File: src/rtl/psum_drain.sv
// psum_drain
//   Read side of the partial-sum buffer. After a convolution pass it fetches
//   psum rows (ARRAY_DIM lanes of ACC_WIDTH bits) from the psum BRAM read port
//   and serialises them, lane 0 first, onto a valid/ready output stream for
//   host/DMA readback. Only one row is in flight at a time (no prefetch).
//
// Ports
//   clk, rst_n          clock (rising edge), synchronous active-low reset
//   start               begin a drain; only honoured in IDLE
//   base_addr, num_rows first row address / row count, latched on accepted start
//   busy, done          drain in progress / one-cycle completion pulse
//   mem_ren, mem_raddr  BRAM read enable and address
//   mem_rdata           BRAM read data, valid RD_LATENCY cycles after mem_ren
//   m_tdata, m_tvalid,
//   m_tready, m_tlast   output stream; m_tlast marks the final word of the drain
module psum_drain #(
    parameter int ARRAY_DIM  = 16,
    parameter int ACC_WIDTH  = 32,
    parameter int ADDR_WIDTH = 10,
    parameter int RD_LATENCY = 1
) (
    input  logic                            clk,
    input  logic                            rst_n,
    input  logic                            start,
    input  logic [ADDR_WIDTH-1:0]           base_addr,
    input  logic [ADDR_WIDTH:0]             num_rows,
    output logic                            busy,
    output logic                            done,
    output logic                            mem_ren,
    output logic [ADDR_WIDTH-1:0]           mem_raddr,
    input  logic [ARRAY_DIM*ACC_WIDTH-1:0]  mem_rdata,
    output logic [ACC_WIDTH-1:0]            m_tdata,
    output logic                            m_tvalid,
    input  logic                            m_tready,
    output logic                            m_tlast
);

    localparam int                  LANE_W    = (ARRAY_DIM > 1) ? $clog2(ARRAY_DIM) : 1;
    localparam logic [LANE_W-1:0]   LANE_LAST = LANE_W'(ARRAY_DIM - 1);
    localparam logic [1:0]          WAIT_LAST = 2'(RD_LATENCY - 1);
    localparam logic [ADDR_WIDTH:0] ONE_ROW   = (ADDR_WIDTH + 1)'(1);

    typedef enum logic [2:0] {
        S_IDLE   = 3'd0,
        S_FETCH  = 3'd1,
        S_WAIT   = 3'd2,
        S_STREAM = 3'd3,
        S_DONE   = 3'd4
    } state_t;

    state_t                               state_q, state_d;
    logic [ADDR_WIDTH-1:0]                base_q, base_d;
    logic [ADDR_WIDTH:0]                  num_q, num_d;
    // One bit wider than the address so a full 2^ADDR_WIDTH drain can terminate.
    logic [ADDR_WIDTH:0]                  row_idx_q, row_idx_d;
    logic [LANE_W-1:0]                    lane_q, lane_d;
    logic [1:0]                           wait_cnt_q, wait_cnt_d;
    logic [ARRAY_DIM-1:0][ACC_WIDTH-1:0]  row_buf_q, row_buf_d;
    logic [ADDR_WIDTH-1:0]                mem_raddr_q, mem_raddr_d;
    logic                                 busy_q, busy_d;
    logic                                 done_q, done_d;
    logic                                 mem_ren_q, mem_ren_d;
    logic                                 m_tvalid_q, m_tvalid_d;
    logic                                 m_tlast_q, m_tlast_d;

    always_comb begin
        state_d     = state_q;
        base_d      = base_q;
        num_d       = num_q;
        row_idx_d   = row_idx_q;
        lane_d      = lane_q;
        wait_cnt_d  = wait_cnt_q;
        row_buf_d   = row_buf_q;
        mem_raddr_d = mem_raddr_q;

        case (state_q)
            S_IDLE: begin
                if (start) begin
                    base_d    = base_addr;
                    num_d     = num_rows;
                    row_idx_d = '0;
                    lane_d    = '0;
                    if (num_rows == '0) begin
                        state_d = S_DONE;
                    end else begin
                        state_d     = S_FETCH;
                        mem_raddr_d = base_addr;
                    end
                end
            end
            S_FETCH: begin
                state_d    = S_WAIT;
                wait_cnt_d = '0;
            end
            S_WAIT: begin
                if (wait_cnt_q == WAIT_LAST) begin
                    row_buf_d = mem_rdata;
                    lane_d    = '0;
                    state_d   = S_STREAM;
                end else begin
                    wait_cnt_d = wait_cnt_q + 2'd1;
                end
            end
            S_STREAM: begin
                if (m_tready) begin
                    if (lane_q == LANE_LAST) begin
                        row_idx_d = row_idx_q + ONE_ROW;
                        if (row_idx_d == num_q) begin
                            state_d = S_DONE;
                        end else begin
                            state_d     = S_FETCH;
                            // Address arithmetic wraps modulo the BRAM depth.
                            mem_raddr_d = base_q + row_idx_d[ADDR_WIDTH-1:0];
                        end
                    end else begin
                        lane_d = lane_q + 1'b1;
                    end
                end
            end
            S_DONE: begin
                state_d = S_IDLE;
            end
            default: begin
                state_d = S_IDLE;
            end
        endcase

        // Outputs are decoded from the next state so they come straight off flops.
        busy_d     = (state_d == S_FETCH) || (state_d == S_WAIT) || (state_d == S_STREAM);
        done_d     = (state_d == S_DONE);
        mem_ren_d  = (state_d == S_FETCH);
        m_tvalid_d = (state_d == S_STREAM);
        m_tlast_d  = m_tvalid_d && (lane_d == LANE_LAST) && (row_idx_d == num_d - ONE_ROW);
    end

    always_ff @(posedge clk) begin
        if (!rst_n) begin
            state_q     <= S_IDLE;
            base_q      <= '0;
            num_q       <= '0;
            row_idx_q   <= '0;
            lane_q      <= '0;
            wait_cnt_q  <= '0;
            row_buf_q   <= '0;
            mem_raddr_q <= '0;
            busy_q      <= 1'b0;
            done_q      <= 1'b0;
            mem_ren_q   <= 1'b0;
            m_tvalid_q  <= 1'b0;
            m_tlast_q   <= 1'b0;
        end else begin
            state_q     <= state_d;
            base_q      <= base_d;
            num_q       <= num_d;
            row_idx_q   <= row_idx_d;
            lane_q      <= lane_d;
            wait_cnt_q  <= wait_cnt_d;
            row_buf_q   <= row_buf_d;
            mem_raddr_q <= mem_raddr_d;
            busy_q      <= busy_d;
            done_q      <= done_d;
            mem_ren_q   <= mem_ren_d;
            m_tvalid_q  <= m_tvalid_d;
            m_tlast_q   <= m_tlast_d;
        end
    end

    assign busy      = busy_q;
    assign done      = done_q;
    assign mem_ren   = mem_ren_q;
    assign mem_raddr = mem_raddr_q;
    assign m_tvalid  = m_tvalid_q;
    assign m_tlast   = m_tlast_q;
    // The lane counter only moves on a handshake, so the word is stable under stall.
    assign m_tdata   = row_buf_q[lane_q];

endmodule

File: config.mk
export PLATFORM = sky130hd
export DESIGN_NAME = psum_drain
export DESIGN_NICKNAME = d
export VERILOG_FILES = /design/src/rtl/psum_drain.sv
export SDC_FILE = /design/constraint.sdc
export NUM_CORES = 1
export LEC_CHECK = 0
export BUFFER_PORTS_ARGS = -buffer_cell sky130_fd_sc_hd__buf_4
export CORE_ASPECT_RATIO = 1.1
export CORE_MARGIN = 5
export CORE_UTILIZATION = 55
export DETAILED_ROUTE_END_ITERATION = 16
export GPL_TIMING_DRIVEN = 0
export PLACE_DENSITY_LB_ADDON = 0.25
export SLEW_MARGIN = 20
export SYNTH_ARGS = -nofsm -noshare
export SYNTH_HDL_FRONTEND = slang
export SYNTH_SLANG_ARGS = --single-unit
File: constraint.sdc
create_clock -name clk -period 4.3 [get_ports clk]
set_clock_uncertainty 0.1 [all_clocks]
set_input_delay 0.215 -clock clk [delete_from_list [all_inputs] [get_ports clk]]
set_output_delay 0.215 -clock clk [all_outputs]
set_load 0.005 [all_outputs]
## After elaboration in Yosys (flattened, before gate mapping)

Cells that the tools add are included.

| word-level totals | value |
|---|---|
| flip-flop bits (word level) | 568 |
| input port bits | 537 |
| word-level logic and storage cells | 92 |
| output and inout port bits | 47 |

| cells by class | value |
|---|---|
| equality and inequality tests | 17 |
| add/sub/neg operators | 5 |
| reductions and logical operators | 13 |
| muxes and demuxes | 28 |
| magnitude comparators | 1 |

Operator list:

| operator | number |
|---|---|
| 32-bit binary-select mux with 4-bit select | 1 |
| 11-bit two-way mux | 5 |
| 10-bit two-way mux | 5 |
| 32-bit two-way mux | 1 |
| 11-bit equality test | 2 |
| 11-bit one-hot mux with 2 select lines | 1 |
| 10-bit one-hot mux with 2 select lines | 1 |
| 3-bit two-way mux | 6 |
| 4-bit two-way mux | 4 |
| 3-bit by 2-bit equality test with 1-bit output (second input constant) | 4 |
| 2-bit inequality test (second input constant) | 6 |
| 3-bit one-hot mux with 4 select lines | 1 |
| 4-bit one-hot mux with 3 select lines | 1 |
| 11-bit by 1-bit adder with 11-bit output (second input constant) | 1 |
| 11-bit zero test | 1 |
| 11-bit by 1-bit subtractor with 11-bit output (second input constant) | 1 |
| 10-bit adder | 1 |
| 4-bit equality test (second input constant) | 2 |
| 3-bit by 1-bit equality test with 1-bit output (second input constant) | 2 |
| 2-bit AND reduction | 3 |
| 6-bit AND reduction | 1 |
| 4-bit by 5-bit less-than comparator with 1-bit output (second input constant) | 1 |
| 4-bit by 1-bit adder with 4-bit output (second input constant) | 1 |
| 2-bit one-hot mux with 2 select lines | 1 |
| other kinds (8) | 11 |

## Logic depth before layout (Yosys ltp)

Gate-level depths: netlist of the first run.

| logic depth | value |
|---|---|
| word-level depth | 9 |
| gate-level depth with buffers | 13 |
| gate-level depth less buffers | 12 |

## Worst setup path before layout of the first run

No wires, ideal clock.

| path | value |
|---|---|
| path type | reg-to-reg |
| from | register state_q[0] |
| to | register m_tlast_q, in the netlist m_tlast |
| arrival | 3.057 ns |
| period minus slack after synthesis | 3.230 ns |
| library setup time | 0.073 ns |
| stages on the path, launching flop included | 13 |
| data required time | 4.127 ns |
| slack | 1.070 ns |
| path buffers | 3 |
| path through | dfxtp_1 buf_6 nor4b_4 buf_4 clkbuf_1 mux2i_1 ha_1 inv_1 xnor2_2 xnor2_1 a2111o_1 a2111o_1 nor3_2 |

| on the way | value |
|---|---|
| longest elaborated chain between the ends | 6 |
| elaborated cells between the ends (all ways) | 18 |
| those cells by class | add/sub (1); eq/ne (6); mux (8); reduce/logical (3) |

Ends and longest elaborated chain:

| item | line | text |
|---|---|---|
| from (decl) | 51 | `state_t state_q, state_d;` |
| from (signal assigned) | 152 | `state_q <= state_d;` |
| branches (longest 5 deep; another with 11-bit by 1-bit subtractor with 11-bit output) | - |  |
| 1-bit logical AND * | 133 | `m_tlast_d = m_tvalid_d && (lane_d == LANE_LAST) && (row_idx_d == num_d - ONE_ROW);` |
| to (signal assigned) | 164 | `m_tlast_q <= m_tlast_d;` |
| to (decl) | 64 | `logic m_tlast_q, m_tlast_d;` |

Mark *: on every way between the ends.
A chain may end at the register's enable or synchronous reset.

## Final worst setup path of the first run

| path | value |
|---|---|
| from | register lane_q[1] |
| to | output port m_tdata[23] |

| on the way | value |
|---|---|
| longest elaborated chain between the ends | 2 |

Ends and longest elaborated chain:

| item | line | text |
|---|---|---|
| from (decl) | 56 | `logic [LANE_W-1:0] lane_q, lane_d;` |
| from (signal assigned) | 156 | `lane_q <= lane_d;` |
| 32-bit binary-select mux with 4-bit select | 175 | `assign m_tdata = row_buf_q[lane_q];` |
| 32-bit two-way mux (not written as such) | 175 |  |
| to (decl) | 32 | `output logic [ACC_WIDTH-1:0] m_tdata,` |

Every way passes these cells. The select of a mux whose other input is x is not followed.

==> qor.txt, run 1 <==
largest fanout on the critical path -> 10
post-synthesis net count -> 3,438
CP Capture Type -> primary output
H-tree Lvls -> 2
CTS max path bufs -> 3
Sw Share -> 0.285
CP Buf/Inv Count -> 4
critical path's top delay family -> buffers and inverters
Main synth FF type -> dfxtp_1
CTS root buf -> clkbuf_16
Yosys reg bits -> 568
initial antenna violation count -> 34
Worst EP arrival -> 3840 ps
YS warnings -> 0
Layout fillers -> 2,664
kind of critical path -> register to primary output
first-pass GRT wire length -> 186,000 microns
Die Width -> 218 microns
worst min path class -> input port to register
nets@finish -> 4,612
Post-synth EDFFs -> 0
GRT overflow -> 0
largest cells by area after synthesis -> dfxtp_1 44%, nand2_1 16%, a21boi_0 15%
GRT Total Usage -> 0.473
critical path's most frequent cell -> mux4_2
most frequent cells in the layout -> 1,097 x nand2_1, 584 x buf_4, 568 x dfxtp_1
largest net degree at the start of global routing -> 15
RSZ-0062 raised after global routing -> false
fin crit share -> 0.967
run status -> completed
die area -> 52,000 sq um
Power per Cell Area -> 355 nW/um^2
Power Total -> 13.7 mW
switching power -> 3.90 mW
clock transition at the registers of the reported paths -> 60 ps
Starting DRT DRC Count -> 3,489
DP Wirelength -> 83,600 microns
WL/cell -> 26.6 microns
Syn Inst Count -> 2,887
via count -> 29,347
Tightest Pin Transition -> 924 ps
crit path cell chain -> clkbuf_1 > clkbuf_2 > buf_1 > mux4_2 > mux4_2 > buf_4
IO buf count -> 582
Max Fclk -> 0.241 GHz
max-slew violations -> 0
syn avg cell area -> 9.05 sq um
commonest non-fill, non-tap cell in the layout -> nand2_1
Synth Cell Area -> 26,100 sq um
Clock Latency Late Sink -> 620 ps
Initial Utilization -> 0.558
register share of total power -> 0.426
Num CTS Buffers -> 56
Core Region -> 46,800 sq um
Detailed Routing Iterations Pass 1 -> 8
clock sinks -> 568
Yosys top cell by area -> dfxtp_1
CP max stage cell -> buf_1
Setup violations, final -> 0
asr flop ratio synth -> 0
setup TNS -> 0 ps
Max Cap Viol -> 0
Hold Violations, Final -> 0
Pint -> 9.79 mW
Cell Rows -> 83
Chip Height -> 239 microns
area grow syn2layout -> 47.8%
Leak Pwr -> 14.6 nW
Tmin final -> 4160 ps
Slew headroom -> 0.384
DRC -> 0
vias in the first global route -> 30,238
register area share after synthesis -> 0.435
GPL Wtd Cong -> 1.02
VDD IR max -> 318 uV
layout cells sized above 1 -> 0.210
Startpoint Class -> register
Max stage delay on crit path -> 680 ps
clock group share of total power -> 0.379
Total Wirelength -> 127,000 microns
CP required -> 3980 ps
logic gate share of total power -> 0.195
Routed Antenna Nets -> 0
I/O pin cnt -> 584
CTS tree -> built
Synth top area share -> 0.435
via density per instance -> 6.15
post-synth cell types -> 65
## final cells by class
class / count / area [sq um] / share of cell area
Multi-Input combinational cell: 2073 / 13800 / 0.357
Sequential cell: 568 / 11400 / 0.294
Timing Repair Buffer: 1116 / 9710 / 0.252
Clock buffer: 80 / 1570 / 0.0407
Buffer: 234 / 957 / 0.0248
Tap cell: 637 / 797 / 0.0206
Clock inverter: 19 / 292 / 0.00755
Antenna cell: 32 / 80.1 / 0.00207
Inverter: 12 / 45.0 / 0.00117
## sequential cells by signal (all words and copies together) (netlist names)
signal and flops:
row_idx_q 11, m_tvalid 1, mem_ren 1, num_q 11, row_buf_q 512, busy 1
wait_cnt_q 2, lane_q 4, base_q 10, m_tlast 1, done 1, mem_raddr 10
state_q 3
## per-stage QoR
step	cells	hold WS, ps	instance area [sq um]	util	worst slack [ps]
5_1_grt	4759	133	38600	0.824	109
4_1_cts	4739	108	38500	0.823	12.7
3_3_place_gp	4106	347	31300	0.668	268
3_5_place_dp	4106	355	31300	0.668	303
2_1_floorplan	2887	260	26100	-	1070
6_report	4771	155	38600	0.825	144
## cell families (layout without fill, tap and decap cells)
logic type / Yosys count / count (layout) / synth area share
AND/OR/NAND/NOR: 1217 / 1217 / 0.185
AO/OA/AOI/OAI: 621 / 621 / 0.176
flip-flops: 568 / 568 / 0.435
buffers and inverters: 246 / 1461 / 0.0371
multiplexers: 171 / 171 / 0.142
XOR/XNOR: 50 / 50 / 0.0170
adder cells (fa/ha/maj): 14 / 14 / 0.00699
other: 0 / 32 / 0
## path summary, 6_finish.rpt
check / startpoint / end / slack (ps) / depth (start not counted)
worst max-delay path: lane_q[1]$_SDFF_PN0_ / m_tdata[23] / 140 / 6
worst min-delay path: rst_n / state_q[1]$_SDFF_PN0_ / 150 / 2
worst max register to register: state_q[0]$_SDFF_PN0_ / m_tlast$_SDFF_PN0_ / 280 / 12
worst min register to register: row_buf_q[324]$_SDFFE_PN0P_ / row_buf_q[324]$_SDFFE_PN0P_ / 360 / 2
## power by group through the flow
stage	clock network (mW)	registers [mW]	logic, mW
after floorplan	0	5.85	1.08
after CTS	5.09	5.80	2.48
after global placement	0	5.90	2.02
after detailed placement	0	5.92	2.06
after global routing	5.34	5.85	2.80
final	5.18	5.84	2.67
## synth_stat cells, types with 7 or more instances
| library cell | count |
|---|---|
| nand2_1 | 1097 |
| dfxtp_1 | 568 |
| a21boi_0 | 527 |
| clkbuf_1 | 204 |
| mux4_2 | 160 |
| xnor2_1 | 30 |
| nor2_1 | 23 |
| a21oi_1 | 21 |
| nor3_1 | 20 |
| xor2_1 | 19 |
| buf_1 | 18 |
| nor2b_1 | 16 |
| o21ai_0 | 16 |
| ha_1 | 13 |
| inv_1 | 12 |
| and2_1 | 10 |
| mux2i_1 | 10 |
| nand3_1 | 10 |
| o211ai_1 | 9 |
| o211a_1 | 7 |
## metal layers
| layer | track usage | wire length, microns | vias to the layer above |
|---|---|---|---|
| met3 | 0.180 | 17200 | 851 |
| met1 | 0.524 | 40800 | 13716 |
| li1 | - | - | 12197 |
| met2 | 0.725 | 55700 | 2565 |
| met5 | 0 | 119 | - |
| met4 | 0.385 | 13000 | 18 |
## timing repair
| action | 4_1_cts | 5_1_grt |
|---|---|---|
| setup buffers | 0 | 0 |
| gates resized for setup | 11 | 6 |
| endpoints found under the hold margin | 547 | 0 |
| setup endpoints to repair | 32 | 20 |
| hold buffers | 534 | 0 |
No activity file was read; power rests on OpenSTA's default activity.
==> inputs of run 2 (changes only) <==
Settings changed: CELL_PAD_IN_SITES_DETAIL_PLACEMENT set to 1, CELL_PAD_IN_SITES_GLOBAL_PLACEMENT set to 1, CORE_UTILIZATION 55 to 41.
==> qor.txt, run 2 (synthesis results as in run 1) <==
run status -> completed
H-tree Lvls -> 2
via count -> 29,221
Leak Pwr -> 14.7 nW
Worst R2R Start -> wait_cnt_q[0]$_SDFFE_PN0P_
Chip Height -> 275 microns
WL/cell -> 29.7 microns
IO buf count -> 582
clock transition at the registers of the reported paths -> 70 ps
setup TNS -> 0 ps
GRT overflow -> 0
Biggest register -> row_buf_q
CTS tree -> built
fin crit share -> 0.995
Layout fillers -> 7,159
commonest non-fill, non-tap cell in the layout -> nand2_1
via density per instance -> 5.85
CTS max path bufs -> 3
WP depth -> 6
CP Capture Point -> m_tdata[13]
Detailed Routing Iterations Pass 1 -> 5
largest fanout on the critical path -> 10
Routed Antenna Nets -> 0
Max stage delay on crit path -> 680 ps
CTS root buf -> clkbuf_16
register share of total power -> 0.415
Hold Violations, Final -> 0
Tmin final -> 4280 ps
Worst R2R Path Depth -> 8
DP Cell Count -> 4,310
Max Cap Viol -> 0
RSZ-0062 raised after global routing -> false
worst min path class -> input port to register
GPL Wtd Cong -> 0.932
CP Buf/Inv Count -> 4
CP max stage cell -> clkbuf_1
Sw Share -> 0.296
Setup violations, final -> 0
area grow syn2layout -> 49.5%
switching power -> 4.18 mW
max reg flops -> 512
Core Region -> 63,500 sq um
final non-filler cell total -> 4,998
max-slew violations -> 0
Startpoint Class -> register
GRT Total Usage -> 0.408
Slew headroom -> 0.216
I/O pin cnt -> 584
layout cells sized above 1 -> 0.213
most frequent cells in the layout -> 1,097 x nand2_1, 584 x buf_4, 568 x dfxtp_1
CP required -> 3980 ps
Cell Rows -> 97
largest registers -> row_buf_q: 512 flops, num_q: 11 flops, row_idx_q: 11 flops
flip-flop and latch area -> 11,400 sq um
logic gate share of total power -> 0.196
Power per Cell Area -> 362 nW/um^2
nets@finish -> 4,615
die area -> 68,900 sq um
first-pass GRT wire length -> 210,000 microns
Die Width -> 251 microns
clock sinks -> 568
worst hold stages -> 4
Tightest Pin Transition -> 1180 ps
critical path's top delay family -> buffers and inverters
initial antenna violation count -> 47
crit path cell chain -> clkbuf_1 > clkbuf_2 > clkbuf_1 > mux4_2 > mux4_2 > buf_4
Post CTS Setup Buffer Count -> 0
VDD IR max -> 294 uV
area occupied by multi-input gates -> 13,800 sq um
CP Capture Type -> primary output
kind of critical path -> register to primary output
Max Fclk -> 0.234 GHz
Starting DRT DRC Count -> 2,305
vias in the first global route -> 32,143
Total Wirelength -> 148,000 microns
DRC -> 0
Num CTS Buffers -> 60
Clock Latency Late Sink -> 620 ps
Pint -> 9.95 mW
clock group share of total power -> 0.389
largest net degree at the start of global routing -> 16
Initial Utilization -> 0.412
DP Wirelength -> 94,300 microns
Worst EP arrival -> 3960 ps
FF-to-FF End -> row_buf_q[10]$_SDFFE_PN0P_
worst reg2reg setup slack -> 270 ps
CP Launch Point -> lane_q[1]$_SDFF_PN0_
run 2: cell types whose count changed in the layout (fill, tap and decap cells not counted), sizes merged:
cell / previous run / this run
diode: 32 / 47
clkinv: 10 / 16
inv: 13 / 12
clkinvlp: 1 / 2
bufinv: 7 / 4
clkbuf: 285 / 291
buf: 608 / 607
run 2: stage by stage:
step / hold WS, ps / worst slack [ps] / util / total power, mW / instance area, sq um
after global placement: 347 / 141 / 0.497 / 7.99 / 31600
after CTS: 129 / 6.30 / 0.613 / 13.8 / 38900
after floorplan: 260 / 1070 / - / 6.92 / 26100
final: 167 / 21.1 / 0.615 / 14.1 / 39100
after global routing: 194 / 7.97 / 0.615 / 14.5 / 39000
after detailed placement: 355 / 70.4 / 0.497 / 8.09 / 31600
run 2: worst min-delay path by stage:
stage                                startpoint                           to  slack [ps]
floorplan                         mem_rdata[85]   row_buf_q[85]$_SDFFE_PN0P_         260
finish                                    start          num_q[7]$_SDFF_PN0_         170
CTS                                       start          num_q[7]$_SDFF_PN0_         130
detailed placement  row_buf_q[218]$_SDFFE_PN0P_  row_buf_q[218]$_SDFFE_PN0P_         350
global placement    row_buf_q[339]$_SDFFE_PN0P_  row_buf_q[339]$_SDFFE_PN0P_         350
global route                              rst_n        state_q[1]$_SDFF_PN0_         190
run 2: area by class of cell:
class / count / area share
well taps: 841 / 0.0269
inverters: 12 / 0.00115
clock buffers: 86 / 0.0456
plain buffers: 233 / 0.0244
flip-flops and latches: 568 / 0.291
clock inverters: 22 / 0.00580
diodes: 47 / 0.00301
multi-input cells: 2073 / 0.353
repair buffers: 1116 / 0.249
run 2: routing by layer:
metal,vias to the layer above,global-route usage,share of wire
met5,-,0,0.00077
met4,18,0.297,0.093
met3,709,0.0847,0.081
met2,1846,0.711,0.49
met1,14438,0.439,0.34
li1,12210,-,-
run 2: worst min-delay path: cells and delay by family:
family        cells  cell delay (ps)
simple gates      2              300
mux               1              200
buf+inv           1              130
run 2: timing repair:
item / CTS / global route
hold buffers: 534 / 0
endpoints found under the hold margin: 548 / 0
cloned: 0 / 0
gates resized for setup: 11 / 4
endpoints found under the setup margin: 32 / 9
run 2: power by group through the flow:
stage / combinational, mW / sequential [mW] / clock, mW
3_5_place_dp: 2.15 / 5.93 / 0
6_report: 2.77 / 5.86 / 5.50
5_1_grt: 2.89 / 5.87 / 5.70
3_3_place_gp: 2.08 / 5.91 / 0
2_1_floorplan: 1.08 / 5.85 / 0
4_1_cts: 2.58 / 5.82 / 5.41
